$ cat config.mk
export PLATFORM = sky130hd
export DESIGN_NAME = tape_ram_arbiter
export DESIGN_NICKNAME = d
export VERILOG_FILES = /design/src/rtl/lynx_tape_pkg.sv /design/src/rtl/tape_wr_fifo.sv /design/src/rtl/tape_ram_arbiter.sv
export SDC_FILE = /design/constraint.sdc
export NUM_CORES = 1
export LEC_CHECK = 0
export CAP_MARGIN = 20
export CORE_ASPECT_RATIO = 0.8
export CORE_MARGIN = 1.5
export CORE_UTILIZATION = 57
export CTS_BUF_LIST = sky130_fd_sc_hd__clkbuf_8
export CTS_CLUSTER_DIAMETER = 60
export CTS_CLUSTER_SIZE = 30
export DETAILED_ROUTE_END_ITERATION = 12
export PLACE_DENSITY_LB_ADDON = 0.05
export SLEW_MARGIN = 20
export SYNTH_ARGS = -nofsm -noshare
export SYNTH_HDL_FRONTEND = slang
export SYNTH_SLANG_ARGS = --single-unit
$ cat constraint.sdc
create_clock -name clk -period 3.4 [get_ports clk]
set_clock_uncertainty 0.15 [all_clocks]
set_input_delay 1.02 -clock clk [delete_from_list [all_inputs] [get_ports clk]]
set_output_delay 1.02 -clock clk [all_outputs]
set_load 0.1 [all_outputs]
$ cat src/rtl/lynx_tape_pkg.sv
// Shared types for the Lynx48 tape loader / main-RAM arbitration slice.
package lynx_tape_pkg;

  localparam int ADDR_W = 16;
  localparam int DATA_W = 8;

  typedef enum logic [1:0] {
    IDLE,
    LOAD,
    DRAIN,
    JUMP
  } state_t;

  typedef struct packed {
    logic [ADDR_W-1:0] addr;
    logic [DATA_W-1:0] data;
  } fifo_entry_t;

endpackage

$ cat src/rtl/tape_wr_fifo.sv
// Small synchronous FIFO for loader writes; a push into a full FIFO only
// succeeds when the head is popped on the same clock.
module tape_wr_fifo
  import lynx_tape_pkg::*;
#(
  parameter int DEPTH = 4
) (
  input  logic                       clk,
  input  logic                       reset,
  input  logic                       push,
  input  logic [ADDR_W+DATA_W-1:0]   push_data,
  input  logic                       pop,
  output logic [ADDR_W+DATA_W-1:0]   head,
  output logic                       full,
  output logic                       empty
);

  localparam int PW = $clog2(DEPTH);

  logic [ADDR_W+DATA_W-1:0] mem [DEPTH];
  logic [PW-1:0]            wr_ptr;
  logic [PW-1:0]            rd_ptr;
  logic [PW:0]              count;
  logic                     do_push;
  logic                     do_pop;

  assign full    = (count == (PW+1)'(DEPTH));
  assign empty   = (count == '0);
  assign do_pop  = pop && !empty;
  assign do_push = push && (!full || do_pop);
  assign head    = mem[rd_ptr];

  // Storage carries no reset; the occupancy count alone defines validity.
  always_ff @(posedge clk) begin
    if (do_push) mem[wr_ptr] <= push_data;
  end

  always_ff @(posedge clk or posedge reset) begin
    if (reset) begin
      wr_ptr <= '0;
      rd_ptr <= '0;
      count  <= '0;
    end else begin
      if (do_push) wr_ptr <= wr_ptr + 1'b1;
      if (do_pop)  rd_ptr <= rd_ptr + 1'b1;
      case ({do_push, do_pop})
        2'b10:   count <= count + 1'b1;
        2'b01:   count <= count - 1'b1;
        default: count <= count;
      endcase
    end
  end

endmodule

$ cat src/rtl/tape_ram_arbiter.sv
// Shares the main-RAM write port between the Z80 and the cassette loader and
// hands the tape exec address to the CPU-side jump logic.
module tape_ram_arbiter
  import lynx_tape_pkg::*;
#(
  parameter int FIFO_DEPTH  = 4,
  parameter int ACK_TIMEOUT = 1023
) (
  input  logic        clk,
  input  logic        reset,
  input  logic        ioctl_download,
  input  logic        tape_wr,
  input  logic [15:0] tape_addr,
  input  logic [7:0]  tape_dout,
  input  logic        tape_complete,
  input  logic        cpu_mreq,
  input  logic [15:0] cpu_addr,
  input  logic [7:0]  cpu_dout,
  output logic        cpu_wait,
  output logic        ram_we,
  output logic [15:0] ram_addr,
  output logic [7:0]  ram_din,
  output logic        jump_req,
  output logic [15:0] jump_addr,
  input  logic        jump_ack,
  output logic        busy,
  output logic        overflow
);

  localparam logic [9:0] TIMEOUT_MAX = 10'(ACK_TIMEOUT);

  state_t      state;
  state_t      state_next;
  logic        dl_d;
  logic        wr_d;
  logic        complete_d;
  logic [15:0] last_addr;
  logic        complete_seen;
  logic [9:0]  timer;
  logic        dl_rise;
  logic        dl_fall;
  logic        complete_rise;
  logic        push_req;
  logic        fifo_pop;
  logic        cpu_sel;
  logic        fifo_full;
  logic        fifo_empty;
  logic        enter_load;
  logic [ADDR_W+DATA_W-1:0] head_bits;
  fifo_entry_t head;

  assign dl_rise       = ioctl_download && !dl_d;
  assign dl_fall       = !ioctl_download && dl_d;
  assign complete_rise = tape_complete && !complete_d;
  assign push_req      = tape_wr && (!wr_d || (tape_addr != last_addr));
  assign head          = fifo_entry_t'(head_bits);
  assign enter_load    = (state_next == LOAD) && (state != LOAD);

  assign cpu_wait = (state != IDLE);
  assign busy     = (state != IDLE);
  assign jump_req = (state == JUMP);

  tape_wr_fifo #(
    .DEPTH(FIFO_DEPTH)
  ) u_fifo (
    .clk      (clk),
    .reset    (reset),
    .push     (push_req),
    .push_data({tape_addr, tape_dout}),
    .pop      (fifo_pop),
    .head     (head_bits),
    .full     (fifo_full),
    .empty    (fifo_empty)
  );

  // Next state plus port ownership; the loader only wins the port in IDLE/JUMP when the CPU is quiet.
  always_comb begin
    state_next = state;
    fifo_pop   = 1'b0;
    cpu_sel    = 1'b0;
    case (state)
      IDLE:  if (dl_rise) state_next = LOAD;
      LOAD:  if (dl_fall || complete_rise) state_next = DRAIN;
      DRAIN: begin
        if (dl_rise) state_next = LOAD;
        else if (fifo_empty) state_next = complete_seen ? JUMP : IDLE;
      end
      JUMP: begin
        if (dl_rise) state_next = LOAD;
        else if (jump_ack || (timer == TIMEOUT_MAX - 10'd1)) state_next = IDLE;
      end
      default: state_next = IDLE;
    endcase
    if ((state == LOAD) || (state == DRAIN)) begin
      fifo_pop = !fifo_empty;
    end else begin
      cpu_sel  = cpu_mreq;
      fifo_pop = !cpu_mreq && !fifo_empty;
    end
  end

  always_ff @(posedge clk or posedge reset) begin
    if (reset) begin
      state         <= IDLE;
      dl_d          <= 1'b0;
      wr_d          <= 1'b0;
      complete_d    <= 1'b0;
      last_addr     <= '0;
      complete_seen <= 1'b0;
      jump_addr     <= '0;
      overflow      <= 1'b0;
      timer         <= '0;
      ram_we        <= 1'b0;
      ram_addr      <= '0;
      ram_din       <= '0;
    end else begin
      state      <= state_next;
      dl_d       <= ioctl_download;
      wr_d       <= tape_wr;
      complete_d <= tape_complete;
      if (push_req) last_addr <= tape_addr;

      if (push_req && fifo_full && !fifo_pop) overflow <= 1'b1;
      else if (dl_rise) overflow <= 1'b0;

      if (enter_load) begin
        complete_seen <= 1'b0;
      end else if ((state == LOAD) && complete_rise) begin
        complete_seen <= 1'b1;
        jump_addr     <= tape_addr;
      end

      // Cleared on entry, then counts up and parks at the limit.
      if ((state != JUMP) && (state_next == JUMP)) timer <= '0;
      else if ((state == JUMP) && (timer != TIMEOUT_MAX)) timer <= timer + 10'd1;

      ram_we <= cpu_sel || fifo_pop;
      if (cpu_sel) begin
        ram_addr <= cpu_addr;
        ram_din  <= cpu_dout;
      end else if (fifo_pop) begin
        ram_addr <= head.addr;
        ram_din  <= head.data;
      end
    end
  end

endmodule

==> summary.md, run 1 <==
| Metric | Value |
|---|---|
| Max-cap violations | `0` |
| Initial core utilization | `59.0%` |
| Rows | `36` |
| Area leader, netlist | `edfxtp_1` |
| Register-to-Register Setup Slack | `0.73 ns` |
| Vias in the first global route | `4451` |
| Max-slew violations | `0` |
| Number of synthesized flops with an enable pin | `96` |
| Commonest non-fill, non-tap cell in the layout | `edfxtp_1` |
| Worst-path fanout max | `2` |
| RePlAce Congestion | `0.826` |
| Root buffer cell | `clkbuf_8` |
| Die area | `0.0135 mm2` |
| #FFs+latches synth | `177` |
| Die Y | `104 um` |
| Hold Crit Class | `reg2reg` |
| Total CTS buffers | `17` |
| Global-route wire length before repair | `22.8 mm` |
| Core ar. | `0.0123 mm2` |
| Post-route ant nets | `0` |
| H-tree levels | `4` |
| Most frequent cells in the layout | `edfxtp_1 (96), dfrtp_1 (80), buf_4 (77)` |
| IO Port Bufs | `99` |
| Multi-input gate area | `0.00226 mm2` |
| Syn_nets | `525` |
| Final WL | `14.3 mm` |
| CTS tree | `built` |
| Drt drc | `0` |
| Slowest Stage Delay on Critical Path | `0.48 ns` |
| Pin count of the biggest net entering global routing | `42` |
| Pre-CTS setup slack | `-0.538 ns` |
| Synth Cell Area | `0.00728 mm2` |
| Clock transition at the registers of the reported paths | `0.08 ns` |
| DRT iter0 DRCs | `194` |
| Slowest stage cell, crit path | `clkdlybuf4s50_1` |
| Sequential area share after synthesis | `67.4%` |
| Status | `completed` |
| Synth unique cells | `38` |
| Worst EP required | `3.63 ns` |
| Final count of hold timing violations | `0` |
| Async SR Flop Fraction | `45.8%` |
| Layout cells sized above 1 | `29.3%` |
| Vias | `4270` |
| Initial antenna violation count | `0` |
| DP HPWL | `9.90 mm` |
| I/O pin count | `100` |
| Final min period | `3.24 ns` |
| Ant diodes | `0` |
| CP Cell Sequence | `clkdlybuf4s50_1 > xor2_1 > nor4_2 > nand3_1 > o21ai_2 > nor2b_1 > inv_1 > ha_1 > inv_1 > fa_1 > xor2_1 > nor2_1 > xor2_1` |
| Critical path class | `in2reg` |
| Element type at the critical path start | `input port` |
| Die Width | `129 um` |
| Max Clock Freq | `309 MHz` |
| Yosys top cell area share | `39.6%` |
| Post-route clock period utilization | `95.3%` |
| Crit path top cell by count | `xor2_1` |
| DR WL/cell | `18.3 um` |
| Syn avg cell area | `15.9 um2` |
| RSZ-0062 raised after global routing | `no` |
| Setup Buffers After CTS | `0` |
| Ys Warns | `0` |
| Pre-Repair DR Iteration Count | `5` |
| Number of vias per cell | `5.48` |
| Tot GR Track Use | `22.6%` |
| CTS sink count | `177` |
| Grt ovf | `0` |
| Setup violators final | `0` |
| Synth Instances | `457` |
| Final-stage net count | `663` |
| Clock Path Buffers | `2` |
| Clk_lat worst skew | `0.45 ns` |
| Setup ws final | `0.160 ns` |
| Slew at the pin closest to its max-slew limit | `0.969 ns` |
| Fillers | `825` |
| CP endpoint kind | `flip-flop` |
| Slew headroom | `35.4%` |
| Register area | `0.00491 mm2` |
| Critical Path AT | `3.47 ns` |
| Layout area overhead | `25.1%` |
| Top_reg_cell synth | `edfxtp_1` |
| Synth top area cells | `edfxtp_1 (40%), dfrtp_1 (28%), mux4_2 (7.4%)` |
## timing repair
| action | in CTS | in global routing |
|---|---|---|
| hold buffers | 0 | 0 |
| gates resized for setup | 1 | 3 |
| setup endpoints to repair | 1 | 1 |
| cloned | 0 | 0 |
| pin swaps | 0 | 0 |
## cells in the mapped netlist, types with 2 or more instances
cell / n
edfxtp_1: 96
dfrtp_1: 81
nand2_1: 35
mux2_2: 32
mux2i_1: 26
o21ai_0: 26
mux4_2: 24
xor2_1: 24
inv_1: 13
ha_1: 12
nor2_1: 12
clkbuf_1: 8
and2_1: 6
xnor2_1: 6
and3_1: 5
buf_2: 5
nor2b_1: 5
nand3_1: 4
nor3_1: 4
nor4_1: 4
a211oi_1: 3
buf_1: 3
nand2b_1: 3
nand4_1: 3
a21oi_1: 2
a41oi_1: 2
buf_4: 2
## critical path: cells and delay by family
family / cells / cell delay, ns
compound gates: 1 / 0.20
buf+inv: 3 / 0.59
simple gates: 4 / 0.64
xor+xnor: 3 / 0.48
fa+ha+maj: 2 / 0.52
## area by class of cell
class / count / area share [%]
well taps: 171 / 2.35
flip-flops and latches: 177 / 53.9
multi-input cells: 248 / 24.9
clock inverters: 15 / 2.13
repair buffers: 137 / 13.6
inverters: 14 / 0.591
clock buffers: 17 / 2.57
## stage by stage
stage | setup TNS, ns | hold WS (ns) | cell area [um2] | utilization (%) | instances
after floorplan | 0 | 0.326 | 7280 | - | 457
after global placement | -15.06 | 0.340 | 8670 | 70.2 | 747
after detailed placement | -20.81 | 0.346 | 8670 | 70.2 | 747
after CTS | 0 | 0.366 | 9090 | 73.7 | 779
after global routing | 0 | 0.385 | 9110 | 73.8 | 779
final | 0 | 0.362 | 9110 | 73.8 | 779
## sequential cells by signal, indices dropped and copies added (netlist names)
register,cells
overflow,1
state,2
complete_seen,1
dl_d,1
timer,10
wr_d,1
ram_addr,16
u_fifo.wr_ptr,2
u_fifo.mem,96
ram_we,1
complete_d,1
u_fifo.count,3
last_addr,16
ram_din,8
jump_addr,16
u_fifo.rd_ptr,2
## path summary, 6_finish.rpt
path / startpoint / end / cells after the start
setup reg to reg: state[0] / u_fifo.count[2] / 12
hold reg to reg: jump_addr[1] / jump_addr[1] / 1
hold / removal: jump_addr[1] / jump_addr[1] / 1
min in group asynchronous: reset / dl_d / 2
max in group asynchronous: reset / jump_addr[2] / 3
setup / recovery: tape_addr[0] / u_fifo.count[2] / 13
## logic make-up (layout without fill, tap and decap cells)
kind of cell               count (synthesis)  after routing  share of synthesized area [%]
AOI/OAI and AO/OA                         39             39                           3.16
xor gates and xnor gates                  30             30                           3.61
adders and majority gates                 13             13                           2.34
buffers and inverters                     32            183                           1.84
DFF                                      177            177                           67.4
muxes                                     82             82                           15.9
and+or+nand+nor                           84             84                           5.70
## layer usage
layer	share of wire (%)	vias up	wire, um	GRT usage [%]
met3	6.0	16	860	5.76
met1	46	2176	6610	32.8
met2	47	114	6650	34.0
met5	0	-	0	0
li1	-	1964	-	-
met4	0.95	0	136	6.90
Power of run 1 is left out: the tool's default activity adds up to more than one toggle a clock period on the data nets, which glitch-free logic cannot reach.
==> inputs of run 2 (changes only) <==
Settings changed: SYNTH_HIERARCHICAL from default to 1.
==> run 2 against run 1 <==
Wire length increased by 2.0%; fmax shrank 0.52%; die area is 1.1% higher; global-route usage rose by 0.56 points; first-iteration DRC count rose by 91%; synthesized area is 1.2% higher; worst setup slack lost 0.017 ns; utilization is 0.63 points higher; hold slack got worse by 0.0046 ns; largest cell class unchanged.
==> summary.md, run 2 <==
| Metric | Value |
|---|---|
| Rows | `36 (unchanged)` |
| Critical Path AT | `3.47 ns (about the same)` |
| Max reg flops | `96 (unchanged)` |
| CTS tree | `built` |
| Syn avg cell area | `15.8 um2 (-0.79%)` |
| Worst hold slack | `0.358 ns (-0.00457 ns)` |
| Core ar. | `0.0124 mm2 (+0.37%)` |
| Slew at the pin closest to its max-slew limit | `0.901 ns (-0.0679 ns)` |
| Most flops, register | `u_fifo/mem` |
| Final-stage net count | `667 (+0.60%)` |
| Psw | `4.17 mW` |
| Critical path class | `in2reg` |
| Number of vias per cell | `5.45 (-0.51%)` |
| Drt drc | `0 (unchanged)` |
| Ys Warns | `6 (+6)` |
| Root buffer cell | `clkbuf_8` |
| PD cells | `1010 mW/mm2` |
| Total CTS buffers | `17 (unchanged)` |
| Vias in the first global route | `4436 (-0.34%)` |
| Max-cap violations | `0 (unchanged)` |
| Syn_nets | `534 (+1.7%)` |
| R2r worst-path depth | `14 (+2)` |
| Die Y | `105 um (+0.57%)` |
| Post-route ant nets | `0 (unchanged)` |
| Post-route clock period utilization | `95.8% (+0.50 points)` |
| Global-route wire length before repair | `23.2 mm (+2.0%)` |
| DR WL/cell | `18.6 um (+1.5%)` |
| Most frequent cells in the layout | `edfxtp_1 (96), dfrtp_1 (80), buf_4 (70)` |
| Register-to-Register Setup Slack | `0.58 ns (-0.15 ns)` |
| DP HPWL | `10.0 mm (+1.1%)` |
| RSZ-0062 raised after global routing | `no` |
| Die area | `0.0136 mm2 (+1.1%)` |
| Final min period | `3.26 ns (+0.0171 ns)` |
| Initial core utilization | `59.5% (+0.47 points)` |
| IR Drop Worst-Case VDD | `919 uV` |
| Register area | `0.00491 mm2 (unchanged)` |
| Worst-path fanout max | `2 (unchanged)` |
| RePlAce Congestion | `0.762 (-7.8%)` |
| Design Power | `9.33 mW` |
| Synth Cell Area | `0.00737 mm2 (+1.2%)` |
| CP endpoint kind | `flip-flop` |
| Clock transition at the registers of the reported paths | `0.08 ns (about the same)` |
| Top_reg_cell synth | `edfxtp_1` |
| Pin count of the biggest net entering global routing | `64 (+52%)` |
| Number of synthesized flops with an enable pin | `96 (unchanged)` |
| H-tree levels | `4 (unchanged)` |
| Vias | `4270 (unchanged)` |
| Worst EP required | `3.61 ns (-0.02 ns)` |
| Pre-Repair DR Iteration Count | `4 (-1)` |
| Slew headroom | `39.9% (+4.5 points)` |
| Max Clock Freq | `307 MHz (-0.52%)` |
| DRT iter0 DRCs | `370 (+91%)` |
| Final WL | `14.5 mm (+2.0%)` |
| Synth unique cells | `44 (+16%)` |
| Layout cells sized above 1 | `29.9% (+0.63 points)` |
| Hold Path Stages | `2 (+1)` |
| Multi-input gate area | `0.00233 mm2 (+3.1%)` |
| Area leader, netlist | `edfxtp_1` |
| Status | `completed` |
| Post-synth top cells | `edfxtp_1 (96), dfrtp_1 (81), nand2_1 (33)` |
| Ant diodes | `0 (unchanged)` |
| Fillers | `776 (-5.9%)` |
| Clk_lat worst skew | `0.44 ns (about the same)` |
| Clock share of power | `16.9%` |
| Worst Hold End | `overflow` |
| Internal power | `5.16 mW` |
| Max-slew violations | `0 (unchanged)` |
| Grt ovf | `0 (unchanged)` |
| CTS sink count | `177 (unchanged)` |
| Setup Buffers After CTS | `0 (unchanged)` |
| Layout area overhead | `25.1% (about the same)` |
| Die Width | `130 um (+0.57%)` |
| Sw frac | `44.7%` |
| Most frequent cell after synthesis | `edfxtp_1` |
| Hold Crit Class | `reg2reg` |
| Critical R2R Launch | `last_addr[5]` |
| Yosys top cell area share | `39.1% (-0.46 points)` |
| Hold_sp | `overflow` |
| Setup violators final | `0 (unchanged)` |
| Pre-CTS setup slack | `-0.707 ns (-0.169 ns)` |
| Sequential area share after synthesis | `66.6% (-0.78 points)` |
| Gate power share | `47.5%` |
| Element type at the critical path start | `input port` |
| Setup ws final | `0.142 ns (-0.0171 ns)` |
| I/O pin count | `100 (unchanged)` |
| Final count of hold timing violations | `0 (unchanged)` |
| RR Endpoint | `u_fifo/count[2]` |
| Initial antenna violation count | `0 (unchanged)` |
| Commonest non-fill, non-tap cell in the layout | `edfxtp_1` |
| Clock Path Buffers | `2 (unchanged)` |
| Synth top area cells | `edfxtp_1 (39%), dfrtp_1 (28%), mux4_2 (7.3%)` |
| Hold buffers post-CTS | `0 (unchanged)` |
| Async SR Flop Fraction | `45.8% (unchanged)` |
| Synth Instances | `466 (+2.0%)` |
| Seq pwr share | `35.6%` |
| IO Port Bufs | `99 (unchanged)` |
| Tot GR Track Use | `23.2% (+0.56 points)` |
| #FFs+latches synth | `177 (unchanged)` |
| Leakage | `3.63 nW` |
==> run 2: cell count changes after synthesis, moves of 3 or more <==
cell,previous run,this run
and2_1,6,1
nand3_1,4,9
inv_1,13,17
a21oi_1,2,6
and2_2,0,4
and3_1,5,1
a211oi_1,3,0
==> run 2: critical path: stages <==
cell and delay, ns:
clkdlybuf4s50_1 0.44, xor2_1 0.17, nor3_1 0.29, nand3_2 0.13, o21ai_4 0.16, inv_2 0.05
o21a_4 0.11, inv_1 0.06, ha_2 0.18, inv_1 0.06, fa_2 0.38, xor2_1 0.15
nor2_1 0.12, xor2_1 0.16
==> run 2: stage by stage <==
| stage | cell area (um2) | cells | TNS, ns | utilization [%] |
|---|---|---|---|---|
| after floorplan | 7370 | 466 | 0 | - |
| after global placement | 8750 | 751 | -22.81 | 70.6 |
| after detailed placement | 8750 | 751 | -29.32 | 70.6 |
| after CTS | 9210 | 783 | 0 | 74.3 |
| after global routing | 9220 | 783 | 0 | 74.4 |
| final | 9220 | 783 | 0 | 74.4 |
==> run 2: power groups by stage <==
stage / Sequential, mW / Clock [mW] / Combinational, mW
final: 3.32 / 1.58 / 4.43
after global routing: 3.40 / 1.70 / 4.67
after CTS: 3.33 / 1.61 / 4.46
after detailed placement: 3.37 / 0 / 4.45
after global placement: 3.33 / 0 / 4.37
after floorplan: 5.03 / 0 / 1.63
==> run 2: layer usage <==
layer  wire length, um  global-route usage [%]
met1              6530                    32.2
met2              7020                    37.0
met3               910                    5.68
met4                86                    5.95
met5                 0                       0
==> run 2: cell type report <==
type / count / area share [%]
Clock inverter: 14 / 2.13
Clock buffer: 18 / 2.69
Inverter: 17 / 0.706
Sequential cell: 177 / 53.3
Multi-Input combinational cell: 253 / 25.3
Timing Repair Buffer: 133 / 13.6
Tap cell: 171 / 2.32
==> run 2: worst max-delay path by stage <==
stage | start | end | slack (ns) | depth (start not counted)
2_1_floorplan | tape_addr[2] | u_fifo/count[2] | 0.04 | 13
4_1_cts | tape_addr[14] | u_fifo/count[2] | 0.02 | 15
3_3_place_gp | tape_addr[5] | u_fifo/count[2] | -0.58 | 15
5_1_grt | tape_addr[3] | u_fifo/count[2] | 0.01 | 14
6_report | tape_addr[8] | u_fifo/count[2] | 0.14 | 14
3_5_place_dp | tape_addr[14] | u_fifo/count[2] | -0.71 | 15
==> run 2: what timing repair did <==
action | 4_1_cts | 5_1_grt
gates resized for setup | 8 | 5
pin swaps | 3 | 7
endpoints found under the setup margin | 2 | 1
==> run 2: kinds of logic (layout without fill, tap and decap cells) <==
| group | count (synthesis) | in the layout | synth area share [%] |
|---|---|---|---|
| AOI/OAI and AO/OA | 45 | 45 | 3.85 |
| xor gates and xnor gates | 29 | 29 | 3.45 |
| adders and majority gates | 13 | 13 | 2.31 |
| buffers and inverters | 36 | 182 | 2.16 |
| DFF | 177 | 177 | 66.6 |
| muxes | 84 | 84 | 16.1 |
| and+or+nand+nor | 82 | 82 | 5.50 |
Note: power is estimated with default switching activity, not from simulation.
==> inputs of run 3 (changes only) <==
Settings changed: SKIP_CTS_REPAIR_TIMING from default to 1.
==> run 3 against run 2 <==
Hold slack improved by 0.0024 ns; cell area increased by 0.20%; utilization increased by 0.15 points; first-iteration DRC count increased by 0.27%; flip-flop and latch count unchanged; die area unchanged; critical path type unchanged; largest cell class unchanged.
==> summary.md, run 3 (synthesis results as in run 2) <==
| Metric | Value |
|---|---|
| Number of vias per cell | `5.44 (-0.23%)` |
| Most frequent cells in the layout | `edfxtp_1 (96), dfrtp_1 (80), buf_4 (70)` |
| H-tree levels | `4 (unchanged)` |
| Max-slew violations | `0 (unchanged)` |
| Vias | `4260 (-0.23%)` |
| Grt ovf | `0 (unchanged)` |
| Clock share of power | `17.0% (about the same)` |
| Register area | `0.00491 mm2 (unchanged)` |
| Max-cap violations | `0 (unchanged)` |
| DP Area | `0.00875 mm2 (unchanged)` |
| Clock Path Buffers | `2 (unchanged)` |
| Gate power share | `47.5% (about the same)` |
| DRT iter0 DRCs | `371 (+0.27%)` |
| Placed cell count | `751 (unchanged)` |
| Commonest non-fill, non-tap cell in the layout | `edfxtp_1` |
| Critical R2R Launch | `last_addr[5]` |
| Global-route wire length before repair | `23.1 mm (-0.36%)` |
| Layout cells sized above 1 | `29.9% (unchanged)` |
| DR WL/cell | `18.5 um (-0.36%)` |
| Total CTS buffers | `17 (unchanged)` |
| Root buffer cell | `clkbuf_8` |
| Slew at the pin closest to its max-slew limit | `0.918 ns (+0.0173 ns)` |
| Drt drc | `0 (unchanged)` |
| Design Power | `9.34 mW (about the same)` |
| RR Endpoint | `u_fifo/count[2]` |
| Final min period | `3.26 ns (+0.00570 ns)` |
| Die Width | `130 um (unchanged)` |
| CP endpoint kind | `flip-flop` |
| Die area | `0.0136 mm2 (unchanged)` |
| Status | `completed` |
| RePlAce Congestion | `0.762 (unchanged)` |
| Most flops, register | `u_fifo/mem` |
| Fin area | `0.00924 mm2 (+0.20%)` |
| Ant diodes | `0 (unchanged)` |
| PD cells | `1010 mW/mm2 (-0.15%)` |
| Initial core utilization | `59.5% (unchanged)` |
| R2r worst-path depth | `14 (unchanged)` |
| Fin Setup TNS | `0 ns (unchanged)` |
| Max reg flops | `96 (unchanged)` |
| Tot GR Track Use | `23.1% (-0.090 points)` |
| Setup violators final | `0 (unchanged)` |
| Critical path class | `in2reg` |
| IR Drop Worst-Case VDD | `919 uV (about the same)` |
| Layout area overhead | `25.4%` |
| Multi-input gate area | `0.00234 mm2 (+0.21%)` |
| Die Y | `105 um (unchanged)` |
| Internal power | `5.16 mW (about the same)` |
| Clk_lat worst skew | `0.44 ns (about the same)` |
| Rows | `36 (unchanged)` |
| Pre-Repair DR Iteration Count | `4 (unchanged)` |
| Worst EP required | `3.62 ns (about the same)` |
| Hold Crit Class | `reg2reg` |
| Final count of hold timing violations | `0 (unchanged)` |
| Seq pwr share | `35.6% (about the same)` |
| Sw frac | `44.7% (about the same)` |
| Initial antenna violation count | `0 (unchanged)` |
| Worst-path fanout max | `2 (unchanged)` |
| Core ar. | `0.0124 mm2 (unchanged)` |
| Psw | `4.18 mW (about the same)` |
| Critical Path AT | `3.48 ns (about the same)` |
| Post-route clock period utilization | `96.0% (+0.17 points)` |
| Element type at the critical path start | `input port` |
| Slew headroom | `38.8% (-1.2 points)` |
| Max Clock Freq | `306 MHz (-0.17%)` |
| Leakage | `3.66 nW (+0.95%)` |
| Core Util, Final | `74.6% (+0.15 points)` |
| Layout Cells excl Fill | `783 (unchanged)` |
| Vias in the first global route | `4422 (-0.32%)` |
| CTS sink count | `177 (unchanged)` |
| DP HPWL | `10.0 mm (unchanged)` |
| Clock transition at the registers of the reported paths | `0.08 ns (about the same)` |
| Final-stage net count | `667 (unchanged)` |
| Critical Path End | `u_fifo/count[2]` |
| Register-to-Register Setup Slack | `0.52 ns (-0.06 ns)` |
| Crit. Startpoint | `tape_addr[7]` |
| CTS tree | `built` |
| IO Port Bufs | `99 (unchanged)` |
| I/O pin count | `100 (unchanged)` |
| Pin count of the biggest net entering global routing | `64 (unchanged)` |
| Final WL | `14.5 mm (-0.36%)` |
| Fillers | `769 (-0.90%)` |
| Post-route ant nets | `0 (unchanged)` |
-- run 3: power groups by stage --
stage | clock (mW) | sequential, mW | combinational, mW
2_1_floorplan | 0 | 5.03 | 1.63
3_3_place_gp | 0 | 3.33 | 4.37
3_5_place_dp | 0 | 3.37 | 4.45
4_1_cts | 1.61 | 3.33 | 4.46
5_1_grt | 1.70 | 3.40 | 4.67
6_report | 1.58 | 3.32 | 4.43
-- run 3: final cells by class --
cell class / count / area share, %
clock buffer: 18 / 2.68
tap: 171 / 2.32
sequential: 177 / 53.1
timing repair buffer: 133 / 13.7
clock inverter: 14 / 2.13
inverter: 17 / 0.704
multi-input combinational: 253 / 25.3
-- run 3: worst min-delay path by stage --
| stage | startpoint | endpoint | cells after the start |
|---|---|---|---|
| 4_1_cts | jump_addr[14] | jump_addr[14] | 1 |
| 2_1_floorplan | u_fifo/count[2] | u_fifo/count[2] | 1 |
| 5_1_grt | jump_addr[0] | jump_addr[0] | 1 |
| 6_report | overflow | overflow | 2 |
| 3_5_place_dp | jump_addr[14] | jump_addr[14] | 1 |
| 3_3_place_gp | jump_addr[0] | jump_addr[0] | 1 |
-- run 3: stage by stage --
stage | setup slack (ns) | hold WS, ns
5_1_grt | -0.00229 | 0.387
3_5_place_dp | -0.707 | 0.345
3_3_place_gp | -0.585 | 0.342
6_report | 0.137 | 0.360
2_1_floorplan | 0.0401 | 0.326
4_1_cts | -0.241 | 0.364
-- run 3: layer usage --
metal | vias up | share of wire [%] | global-route usage, %
met1 | 2174 | 46 | 32.1
li1 | 1976 | - | -
met3 | 11 | 5.5 | 5.68
met2 | 99 | 48 | 36.7
met4 | 0 | 0.81 | 5.95
met5 | - | 0 | 0
-- run 3: critical path: stages --
cell             delay, ns
clkdlybuf4s50_1       0.43
xor2_1                0.16
nor4_2                0.27
nand3_2               0.13
o21ai_4               0.16
inv_1                 0.07
o21a_4                0.12
inv_1                 0.06
ha_2                  0.18
inv_1                 0.06
fa_2                  0.38
xor2_1                0.15
nor2_1                0.13
xor2_1                0.15
